==> src/rtl/rom_loader.sv <==
// rtl/rom_loader.sv - cartridge image loader: ioctl byte stream to SDRAM toggle/ack write port
// Tracks the address mask and image size, and detects a copier header at end of download.
module rom_loader #(
    parameter int AW        = 22,
    parameter int HDR_BYTES = 512
) (
    input  logic          clk_sys,
    input  logic          RESET_n,
    input  logic          ioctl_download,
    input  logic          ioctl_wr,
    input  logic [24:0]   ioctl_addr,
    input  logic [7:0]    ioctl_dout,
    output logic          ioctl_wait,
    output logic          we,
    input  logic          we_ack,
    output logic [AW-1:0] waddr,
    output logic [7:0]    wdata,
    output logic [AW-1:0] cart_mask,
    output logic [9:0]    rd_offset,
    output logic [AW:0]   rom_size,
    output logic          load_done,
    output logic          overrun
);

    typedef enum logic [1:0] {
        S_IDLE     = 2'd0,
        S_LOAD     = 2'd1,
        S_WAIT_ACK = 2'd2,
        S_FINISH   = 2'd3
    } state_t;

    state_t        r_state;
    logic          r_dl_q;
    logic          r_wait;
    logic          r_we;
    logic [AW-1:0] r_waddr;
    logic [7:0]    r_wdata;
    logic [AW-1:0] r_cart_mask;
    logic [9:0]    r_rd_offset;
    logic [AW:0]   r_rom_size;
    logic          r_load_done;
    logic          r_overrun;

    logic          w_dl_rise;
    logic          w_in_range;
    logic          w_accept;
    logic [AW-1:0] w_addr;
    logic [AW:0]   w_addr_p1;
    logic [9:0]    w_last_lo;
    logic          w_hdr;

    assign w_dl_rise  = ioctl_download & ~r_dl_q;
    assign w_in_range = (ioctl_addr >> AW) == 25'd0;
    assign w_accept   = ioctl_wr & w_in_range;
    assign w_addr     = ioctl_addr[AW-1:0];
    assign w_addr_p1  = {1'b0, w_addr} + {{AW{1'b0}}, 1'b1};
    // Low bits of (rom_size-1) depend only on the low bits of rom_size.
    assign w_last_lo  = r_rom_size[9:0] - 10'd1;
    assign w_hdr      = (r_rom_size != '0) && (w_last_lo == 10'(HDR_BYTES - 1));

    always_ff @(posedge clk_sys or negedge RESET_n) begin
        if (!RESET_n) begin
            r_state     <= S_IDLE;
            r_dl_q      <= 1'b0;
            r_wait      <= 1'b0;
            r_we        <= 1'b0;
            r_waddr     <= '0;
            r_wdata     <= '0;
            r_cart_mask <= '0;
            r_rd_offset <= '0;
            r_rom_size  <= '0;
            r_load_done <= 1'b0;
            r_overrun   <= 1'b0;
        end else begin
            r_dl_q      <= ioctl_download;
            r_load_done <= 1'b0;
            if (w_dl_rise) begin
                r_cart_mask <= '0;
                r_rom_size  <= '0;
                r_rd_offset <= '0;
                r_overrun   <= 1'b0;
                r_wait      <= 1'b0;
                r_state     <= S_LOAD;
                // A strobe coinciding with the start edge is the first byte of the new image.
                if (w_accept) begin
                    r_waddr     <= w_addr;
                    r_wdata     <= ioctl_dout;
                    r_we        <= ~r_we;
                    r_wait      <= 1'b1;
                    r_cart_mask <= w_addr;
                    r_rom_size  <= w_addr_p1;
                    r_state     <= S_WAIT_ACK;
                end
            end else begin
                case (r_state)
                    S_IDLE: begin
                    end
                    S_LOAD: begin
                        if (!ioctl_download) begin
                            r_state <= S_FINISH;
                        end else if (w_accept) begin
                            r_waddr     <= w_addr;
                            r_wdata     <= ioctl_dout;
                            r_we        <= ~r_we;
                            r_wait      <= 1'b1;
                            r_cart_mask <= r_cart_mask | w_addr;
                            if (w_addr_p1 > r_rom_size) begin
                                r_rom_size <= w_addr_p1;
                            end
                            r_state     <= S_WAIT_ACK;
                        end
                    end
                    S_WAIT_ACK: begin
                        if (ioctl_wr) begin
                            r_overrun <= 1'b1;
                        end
                        if (we_ack == r_we) begin
                            r_wait  <= 1'b0;
                            r_state <= ioctl_download ? S_LOAD : S_FINISH;
                        end
                    end
                    S_FINISH: begin
                        r_rd_offset <= w_hdr ? 10'(HDR_BYTES) : 10'd0;
                        r_load_done <= 1'b1;
                        r_state     <= S_IDLE;
                    end
                    default: r_state <= S_IDLE;
                endcase
            end
        end
    end

    assign ioctl_wait = r_wait;
    assign we         = r_we;
    assign waddr      = r_waddr;
    assign wdata      = r_wdata;
    assign cart_mask  = r_cart_mask;
    assign rd_offset  = r_rd_offset;
    assign rom_size   = r_rom_size;
    assign load_done  = r_load_done;
    assign overrun    = r_overrun;

endmodule
==> config.mk <==
export PLATFORM = sky130hd
export DESIGN_NAME = rom_loader
export DESIGN_NICKNAME = d
export VERILOG_FILES = /design/src/rtl/rom_loader.sv
export SDC_FILE = /design/constraint.sdc
export NUM_CORES = 1
export LEC_CHECK = 0
export ABC_AREA = 0
export CAP_MARGIN = 20
export CELL_PAD_IN_SITES_DETAIL_PLACEMENT = 1
export CELL_PAD_IN_SITES_GLOBAL_PLACEMENT = 2
export CORE_UTILIZATION = 30
export CTS_CLUSTER_DIAMETER = 30
export DETAILED_ROUTE_END_ITERATION = 12
export GPL_ROUTABILITY_DRIVEN = 0
export HOLD_SLACK_MARGIN = 0.05
export PLACE_DENSITY = 0.85
export SLEW_MARGIN = 5
export SYNTH_ARGS = -nofsm -noshare
export SYNTH_HDL_FRONTEND = slang
export SYNTH_SLANG_ARGS = --single-unit
==> constraint.sdc <==
create_clock -name clk_sys -period 2.85 [get_ports clk_sys]
set_input_delay 0.855 -clock clk_sys [delete_from_list [all_inputs] [get_ports clk_sys]]
set_output_delay 0.855 -clock clk_sys [all_outputs]
set_load 0.05 [all_outputs]
==> impl_metrics.json, run 1 <==
{
  "postPlaceCellArea_um2": 6330,
  "reg2reg_from": "rom_size[12]$_DFFE_PN0P_",
  "leakage_nw": 3.21,
  "diodes": 0,
  "synth_cell_type_count": 49,
  "cp_max_fo": 6,
  "drt-initial-drc-count": 141,
  "die_w_um": 123,
  "avgViaCountPerCell": 4.83,
  "grt_first_pass_wirelength_mm": 21.9,
  "syn2layout_area_growth_pct": 60.3,
  "synth_area_um2": 4380,
  "synth_top_area_share_pct": 47.4,
  "drc": 0,
  "final.min_clock_period_ns": 3.61,
  "core.rowCount": 43,
  "endpoint_kind": "flip-flop",
  "vias": 3698,
  "final_common_cell": "clkdlybuf4s50_1",
  "synthArstFlopShare_pct": 100,
  "drive_gt1_share_pct": 34.9,
  "ys_ff_latch": 83,
  "antenna_found_initial": 0,
  "port_buffers": 117,
  "cts_sinks": 83,
  "core_area_um2": 14000,
  "worstHoldPathType": "reg2reg",
  "finalCritPeriodShare_pct": 127,
  "cts_buffer_depth": 2,
  "grt_overflow": 0,
  "syn_area_per_cell_um2": 11.6,
  "synth-main-ff-cell": "dfrtp_1",
  "setup_viol": 23,
  "rr_worst_depth": 9,
  "cts_root_buf": "clkbuf_16",
  "synthCells": 379,
  "antenna_left": 0,
  "r2r_slack_ns": 0.34,
  "finalHoldViolCount": 0,
  "slew_headroom_pct": 61.4,
  "skew_ns": 0.00974,
  "cp-endpoint": "rom_size[22]$_DFFE_PN0P_",
  "maxSlewViolCount": 0,
  "track_usage_pct": 19.4,
  "fillers": 1471,
  "fp.dieH_um": 123,
  "start_util_pct": 31.2,
  "fmax_mhz": 277,
  "htree_levels": 3,
  "grt_pass1_vias": 4111,
  "violations": "setup timing",
  "maxCapViolCount": 0,
  "worstSetupStartpointType": "input pin",
  "ys_seq_area_share_pct": 47.4,
  "hold_ws_ns": 0.494,
  "drt_wl_total_mm": 13.6,
  "nNetsFinal": 642,
  "wl_per_cell_um": 17.8,
  "synth_area_leaders": "dfrtp_1, mux2_2, ha_1, a22o_1, inv_1",
  "path_class": "in2reg",
  "cp_data_arrival_time_ns": 3.84,
  "synth_edf_count": 0,
  "crit_required_ns": 3.08,
  "rsz0062_at_grt": "yes",
  "cp-startpoint": "ioctl_addr[8]",
  "ys_warn_count": 0,
  "detailed_place_hpwl_mm": 10.2,
  "worst_slew_pin_slew_ns": 0.579,
  "io_pins": 127,
  "status": "complete, but fails checks",
  "grt_max_degree": 52,
  "ir_drop_mv": 0.557,
  "p_per_area_nw_per_um2": 764,
  "final_area_um2": 7030,
  "first_pass_iters": 4,
  "clk-insertion-delay-late_ns": 0.35,
  "layout_setup_ws_ns": -0.760,
  "cts_tree": "done",
  "cts_buffers": 9,
  "r2r-end": "rom_size[22]$_DFFE_PN0P_",
  "synth_area_leader_cell": "dfrtp_1",
  "dieArea_um2": 15100,
  "cts.reportedPaths.clkPinSlew_ns": 0.06,
  "final_cell_mix": "clkdlybuf4s50_1, dfrtp_1, buf_4"
}
-- through the flow --
| step | setup TNS (ns) | instances | util, % | power, mW | worst slack [ns] |
|---|---|---|---|---|---|
| finish | -16.05 | 765 | 50.1 | 5.37 | -0.760 |
| global route | -19.03 | 765 | 50.1 | 5.61 | -0.883 |
| CTS | -17.42 | 759 | 48.8 | 5.38 | -0.801 |
| detailed placement | -38.25 | 737 | 45.1 | 4.00 | -1.71 |
| global placement | -34.03 | 737 | 45.1 | 3.94 | -1.53 |
| floorplan | -19.73 | 387 | - | 3.11 | -0.964 |
-- worst min path at each step --
stage                               from                        end  slack (ns)  depth (start not counted)
4_1_cts              overrun$_DFFE_PN0P_        overrun$_DFFE_PN0P_        0.50                          2
3_3_place_gp         overrun$_DFFE_PN0P_        overrun$_DFFE_PN0P_        0.48                          2
6_report             overrun$_DFFE_PN0P_        overrun$_DFFE_PN0P_        0.49                          2
2_1_floorplan     r_state[0]$_DFFE_PN0P_        load_done$_DFF_PN0_        0.52                          2
5_1_grt        cart_mask[15]$_DFFE_PN0P_  cart_mask[15]$_DFFE_PN0P_        0.52                          1
3_5_place_dp    cart_mask[0]$_DFFE_PN0P_   cart_mask[0]$_DFFE_PN0P_        0.49                          1
-- registers in the layout, summed over array words and instances, names as in the netlist --
register and count:
wdata 8, r_state 2, load_done 1, ioctl_wait 1, r_dl_q 1, rd_offset 1
rom_size 23, overrun 1, we 1, cart_mask 22, waddr 22
-- routing by layer --
metal | GRT usage [%] | wire length (µm)
met5 | 0 | 0
met4 | 5.34 | 146
met3 | 6.64 | 824
met2 | 33.7 | 6920
met1 | 22.5 | 5740
-- cells in the mapped netlist, types with 10 or more instances --
library cell / number
dfrtp_1: 83
ha_1: 24
inv_1: 35
nand2_1: 17
a22o_1: 22
a21oi_1: 13
nand3_1: 13
xnor2_1: 10
xor2_1: 12
mux2_2: 34
o2bb2ai_1: 10
nor2_1: 13
-- cell type report --
type	count	area, µm²	area share (%)
Clock inverter	5	85.1	1.21
Clock buffer	11	243	3.45
Sequential cell	83	2080	29.5
Tap cell	180	225	3.20
Multi-Input combinational cell	245	2330	33.2
Timing Repair Buffer	206	1940	27.5
Inverter	35	131	1.87
-- cells by family after synthesis --
family	after synthesis	share of synthesized area (%)
muxes	43	11.2
buffers and inverters	59	6.74
adders and majority gates	24	6.85
other	1	0.0855
DFF	83	47.4
AOI/OAI and AO/OA	73	13.3
xor gates and xnor gates	22	4.39
and+or+nand+nor	74	10.0
-- report_power, final --
part | total (mW) | internal [mW] | switching (mW) | leakage, nW
Clock | 1.30 | 0.796 | 0.499 | 0.156
Sequential | 1.64 | 1.45 | 0.191 | 1.08
Combinational | 2.43 | 0.925 | 1.51 | 1.97
-- worst max-delay path: stages --
cell	delay (ns)
buf_6	0.08
nand4_1	0.11
buf_6	0.15
nor4_4	0.35
buf_4	0.20
nand2_4	0.05
xnor2_2	0.19
ha_1	0.26
nand4_1	0.19
nor2_1	0.07
a221o_1	0.31
or3_4	0.36
o22ai_4	0.19
buf_6	0.17
mux2_4	0.29
-- repair_timing --
action,4_1_cts,5_1_grt
pin swaps,24,14
resized for setup,100,26
endpoints found under the hold margin,0,0
setup buffers,6,6
endpoints found under the setup margin,23,23
hold buffers,0,0
Power figures use the tool's default switching activity.
==> run 2: changes to the inputs <==
==> constraint.sdc (replaced) <==
create_clock -name clk_sys -period 2.85 [get_ports clk_sys]
set_input_delay 0.855 -clock clk_sys [delete_from_list [all_inputs] [get_ports clk_sys]]
set_output_delay 0.855 -clock clk_sys [all_outputs]
set_load 0.1 [all_outputs]
==> run 2 against run 1 <==
Clock skew grew 0.0023 ns. The flow still finishes with violations (setup timing). Via count grew 2.3%. Highest routed layer unchanged. Flip-flop and latch count is the same. Critical endpoint is now rom_size[19]$_DFFE_PN0P_.
==> impl_metrics.json, run 2 (synthesized netlist as in run 1, its figures left out) <==
{
  "drive_gt1_share_pct": 48.3,
  "r2r_slack_ns": 0.34,
  "leakage_nw": 3.34,
  "fmax_mhz": 278,
  "endpoint_kind": "flip-flop",
  "antenna_left": 0,
  "drc": 0,
  "cp_max_fo": 5,
  "reg2reg_from": "rom_size[14]$_DFFE_PN0P_",
  "dieArea_um2": 15100,
  "postPlaceCellArea_um2": 6080,
  "cp_data_arrival_time_ns": 3.83,
  "cts_root_buf": "clkbuf_16",
  "setup_tns_ns": -16.49,
  "grt_pass1_vias": 4147,
  "ir_drop_mv": 0.784,
  "r2r-end": "rom_size[19]$_DFFE_PN0P_",
  "worstHoldPathType": "in2async",
  "nNetsFinal": 645,
  "cts_tree": "done",
  "core.rowCount": 43,
  "violations": "setup timing",
  "hold_ws_ns": 0.445,
  "cts.reportedPaths.clkPinSlew_ns": 0.06,
  "final.min_clock_period_ns": 3.60,
  "start_util_pct": 31.2,
  "final_cells": 768,
  "detailed_place_hpwl_mm": 10.1,
  "final_cell_mix": "buf_4, dfrtp_1, inv_1",
  "final_common_cell": "buf_4",
  "layout_setup_ws_ns": -0.747,
  "port_buffers": 117,
  "maxSlewViolCount": 0,
  "die_w_um": 123,
  "fp.dieH_um": 123,
  "track_usage_pct": 19.5,
  "dp.cells": 734,
  "finalHoldViolCount": 0,
  "setup_viol": 23,
  "skew_ns": 0.0120,
  "grt_overflow": 0,
  "drt-initial-drc-count": 90,
  "clk-insertion-delay-late_ns": 0.35,
  "rr_worst_depth": 9,
  "wl_per_cell_um": 18.3,
  "maxCapViolCount": 0,
  "grt_max_degree": 55,
  "syn2layout_area_growth_pct": 55.2,
  "avgViaCountPerCell": 4.93,
  "diodes": 0,
  "cts_sinks": 83,
  "worstSetupStartpointType": "input pin",
  "drt_wl_total_mm": 14.0,
  "final_area_um2": 6800,
  "cts_buffers": 9,
  "p_per_area_nw_per_um2": 954,
  "core_area_um2": 14000,
  "largest_register_ff_count": 23,
  "htree_levels": 3,
  "io_pins": 127,
  "finalCritPeriodShare_pct": 126,
  "dp_slack_ns": -1.69,
  "crit_required_ns": 3.08,
  "cts_buffer_depth": 2,
  "path_class": "in2reg",
  "status": "complete, but fails checks",
  "antenna_found_initial": 0,
  "rsz0062_at_grt": "yes",
  "vias": 3783,
  "grt_first_pass_wirelength_mm": 22.0,
  "first_pass_iters": 4
}
-- run 2: cell count changes in the layout (fill, tap and decap cells not counted), sizes merged, moves of 2 or more --
cell,delta
dlygate4sd2,+2
buf,+86
bufinv,+2
clkdlybuf4s50,-82
clkdlybuf4s15,-2
clkbuf,-2
-- run 2: critical path, cell delays in order --
cell and delay, ns:
buf_6 0.08, nand4_1 0.14, buf_6 0.17, nor4_4 0.25, buf_4 0.17, nand4_1 0.15, xnor2_2 0.19, ha_1 0.30
nand4_1 0.12, buf_4 0.18, nor4_4 0.25, buf_4 0.17, a211oi_4 0.08, o22ai_4 0.24, buf_6 0.16, mux2_4 0.30
-- run 2: how the worst max path moves through the flow --
stage | from | cells past startpoint | endpoint
finish | ioctl_addr[10] | 16 | rom_size[19]$_DFFE_PN0P_
global route | ioctl_addr[10] | 16 | rom_size[19]$_DFFE_PN0P_
CTS | ioctl_addr[5] | 14 | rom_size[19]$_DFFE_PN0P_
detailed placement | ioctl_addr[1] | 15 | rom_size[17]$_DFFE_PN0P_
global placement | ioctl_addr[1] | 14 | rom_size[22]$_DFFE_PN0P_
floorplan | ioctl_addr[7] | 13 | rom_size[13]$_DFFE_PN0P_
-- run 2: per-stage QoR --
stage	util, %	power (mW)
final	48.4	6.49
after global routing	48.4	6.71
after CTS	48.0	6.51
after detailed placement	43.3	4.95
after global placement	43.3	4.88
after floorplan	-	4.12
-- run 2: layer usage --
layer | global-route usage [%] | wire length [µm] | vias to the layer above
li1 | - | - | 1741
met1 | 23.0 | 5790 | 1911
met2 | 33.6 | 7200 | 111
met3 | 6.13 | 799 | 20
met4 | 5.87 | 250 | 0
met5 | 0 | 0 | -
-- run 2: what timing repair did --
action                                  in CTS  in global routing
pin swaps                                   27                 12
gates resized for setup                    107                 13
hold buffers                                 0                  0
setup buffers                               14                  4
endpoints found under the setup margin      23                 23
-- run 2: power by group --
group	total [mW]	leakage, nW	switching (mW)	internal [mW]
Combinational	3.38	2.09	2.55	0.835
Clock	1.45	0.173	0.506	0.949
Sequential	1.65	1.08	0.203	1.45
Total	6.49	3.34	3.26	3.23
-- run 2: layout make-up --
class | instances | area (µm²)
clock buffers | 10 | 229
clock inverters | 6 | 136
fillers | 1496 | 7240
inverters | 35 | 131
multi-input cells | 245 | 2290
flip-flops and latches | 83 | 2080
well taps | 180 | 225
repair buffers | 209 | 1720
==> run 3: changes to the inputs <==
--- a/config.mk
+++ b/config.mk
@@ -6,15 +6,17 @@
 export NUM_CORES = 1
 export LEC_CHECK = 0
 export ABC_AREA = 0
+export ABC_CLOCK_PERIOD_IN_PS = 2850
 export CAP_MARGIN = 20
 export CELL_PAD_IN_SITES_DETAIL_PLACEMENT = 1
 export CELL_PAD_IN_SITES_GLOBAL_PLACEMENT = 2
-export CORE_UTILIZATION = 30
+export CORE_UTILIZATION = 31
+export CTS_BUF_LIST = sky130_fd_sc_hd__clkbuf_8
 export CTS_CLUSTER_DIAMETER = 30
 export DETAILED_ROUTE_END_ITERATION = 12
 export GPL_ROUTABILITY_DRIVEN = 0
 export HOLD_SLACK_MARGIN = 0.05
-export PLACE_DENSITY = 0.85
+export PLACE_DENSITY = 0.87
 export SLEW_MARGIN = 5
 export SYNTH_ARGS = -nofsm -noshare
 export SYNTH_HDL_FRONTEND = slang
==> run 3 against run 2 <==
The flow still finishes with violations (setup timing). Cell count is 0.52% lower. Sequential share of layout area up 0.80 points. Clock power is 41% lower. Utilization down 0.50 points. First-iteration DRC count is 42% higher. Critical path depth unchanged. Cell area shrank 2.6%. Clock-buffer cell count unchanged.
==> impl_metrics.json, run 3 (synthesized netlist as in run 1, its figures left out) <==
{
  "final_cell_mix": "buf_4, dfrtp_1, inv_1",
  "finalHoldViolCount": 0,
  "seq_power_share_pct": 28.1,
  "cts_sinks": 83,
  "io_pins": 127,
  "start_util_pct": 31.7,
  "core.rowCount": 43,
  "final.min_clock_period_ns": 3.64,
  "leakage_nw": 3.26,
  "hold_buffers": 0,
  "vias": 3728,
  "fillers": 1498,
  "setup_tns_ns": -17.22,
  "multiInputGateArea_um2": 2280,
  "maxCapViolCount": 0,
  "switching_share_pct": 54.1,
  "core_area_um2": 13800,
  "grt_overflow": 0,
  "clk-insertion-delay-late_ns": 0.37,
  "regArea_um2": 2080,
  "setup_viol": 23,
  "drive_gt1_share_pct": 47.4,
  "pwr-share-comb_pct": 57.4,
  "max_stage_delay_ns": 0.37,
  "switching_power_mw": 3.16,
  "ir_drop_mv": 0.752,
  "rsz0062_at_grt": "yes",
  "crit_required_ns": 3.11,
  "power_mw": 5.85,
  "finalCritPeriodShare_pct": 128,
  "cts_root_buf": "clkbuf_8",
  "p_int_mw": 2.69,
  "maxSlewViolCount": 0,
  "avgViaCountPerCell": 4.88,
  "slowest_stage": "or3_4",
  "wl_per_cell_um": 18.1,
  "worst_slew_pin_slew_ns": 0.558,
  "syn2layout_area_growth_pct": 51.2,
  "drc": 0,
  "die_w_um": 121,
  "cts_buffer_depth": 2,
  "skew_ns": 0.00723,
  "largest_register_ff_count": 23,
  "grt_max_degree": 45,
  "port_buffers": 117,
  "cp_data_arrival_time_ns": 3.90,
  "p_clk_share_pct": 14.5,
  "status": "complete, but fails checks",
  "antenna_found_initial": 0,
  "path_class": "in2reg",
  "endpoint_kind": "flip-flop",
  "detailed_place_hpwl_mm": 10.3,
  "crit_chain": "buf_6, nand4_1, buf_6, nor4_4, nand4_1, xnor2_2, ha_1, nand4_1, buf_4, nor2_2, a221o_1, or3_4, a311oi_4, buf_6, buf_12, o2bb2ai_4",
  "slew_headroom_pct": 62.8,
  "drt_wl_total_mm": 13.8,
  "grt_pass1_vias": 4183,
  "worstHoldPathType": "in2async",
  "layout_setup_ws_ns": -0.791,
  "nNetsFinal": 641,
  "final_common_cell": "buf_4",
  "first_pass_iters": 4,
  "drt-initial-drc-count": 128,
  "htree_levels": 3,
  "p_per_area_nw_per_um2": 882,
  "cts.reportedPaths.clkPinSlew_ns": 0.08,
  "diodes": 0,
  "fmax_mhz": 275,
  "antenna_left": 0,
  "cp_max_fo": 5,
  "worstSetupStartpointType": "input pin",
  "dp.cells": 732,
  "grt_first_pass_wirelength_mm": 22.5,
  "dieArea_um2": 14600,
  "final_cells": 764,
  "track_usage_pct": 20.4,
  "cts_buffers": 9,
  "fp.dieH_um": 121,
  "violations": "setup timing",
  "cts_tree": "done"
}
[run 3: cell count changes in the layout (fill, tap and decap cells not counted), sizes merged]
cell,change
buf,-5
bufinv,-3
clkinv,+3
clkdlybuf4s15,+1
[run 3: layout make-up]
| class | instances | area share, % |
|---|---|---|
| clock buffer | 10 | 2.08 |
| multi-input combinational | 245 | 34.5 |
| clock inverter | 6 | 0.849 |
| inverter | 35 | 1.98 |
| tap | 180 | 3.40 |
| sequential | 83 | 31.3 |
| timing repair buffer | 205 | 25.9 |
[run 3: critical path, delay by kind of cell]
| kind | cells | cell delay [ns] |
|---|---|---|
| buf+inv | 5 | 0.68 |
| fa+ha+maj | 1 | 0.30 |
| compound gates | 3 | 0.67 |
| xor+xnor | 1 | 0.19 |
| simple gates | 6 | 1.19 |
[run 3: timing repair]
action / 4_1_cts / 5_1_grt
gates resized for setup: 111 / 6
pin swaps: 25 / 4
gates cloned: 1 / 0
endpoints found under the setup margin: 23 / 23
buffers inserted: 14 / 3
[run 3: worst paths after layout]
check,from,endpoint,slack [ns],cells after the start
worst max-delay path,ioctl_addr[8],rom_size[7]$_DFFE_PN0P_,-0.79,16
worst min register to register,overrun$_DFFE_PN0P_,overrun$_DFFE_PN0P_,0.50,2
worst min-delay path,RESET_n,rd_offset[9]$_DFFE_PN0P_,0.46,1
max in group asynchronous,RESET_n,cart_mask[21]$_DFFE_PN0P_,1.76,2
worst max register to register,rom_size[14]$_DFFE_PN0P_,rom_size[7]$_DFFE_PN0P_,0.32,10
min in group clk_sys,overrun$_DFFE_PN0P_,overrun$_DFFE_PN0P_,0.50,2
[run 3: power groups by stage]
stage | sequential (mW) | clock (mW) | combinational (mW)
floorplan | 3.51 | 0 | 0.614
CTS | 1.64 | 0.883 | 3.36
detailed placement | 1.66 | 0 | 3.28
global placement | 1.64 | 0 | 3.23
global route | 1.68 | 0.933 | 3.49
finish | 1.64 | 0.849 | 3.36
[run 3: metrics by stage]
step,area [µm²],setup WS [ns],utilization [%],hold slack [ns]
global route,6630,-0.911,47.9,0.490
CTS,6600,-0.716,47.7,0.473
detailed placement,6080,-1.62,44.0,0.497
global placement,6080,-1.53,44.0,0.482
finish,6630,-0.791,47.9,0.460
floorplan,4460,-0.965,-,0.520
[run 3: per-layer routing]
metal / up-vias / track usage (%) / routed length [µm]
li1: 1737 / - / -
met4: 0 / 8.80 / 352
met1: 1875 / 24.7 / 5790
met3: 20 / 5.50 / 832
met2: 96 / 34.0 / 6870
met5: - / 0 / 0
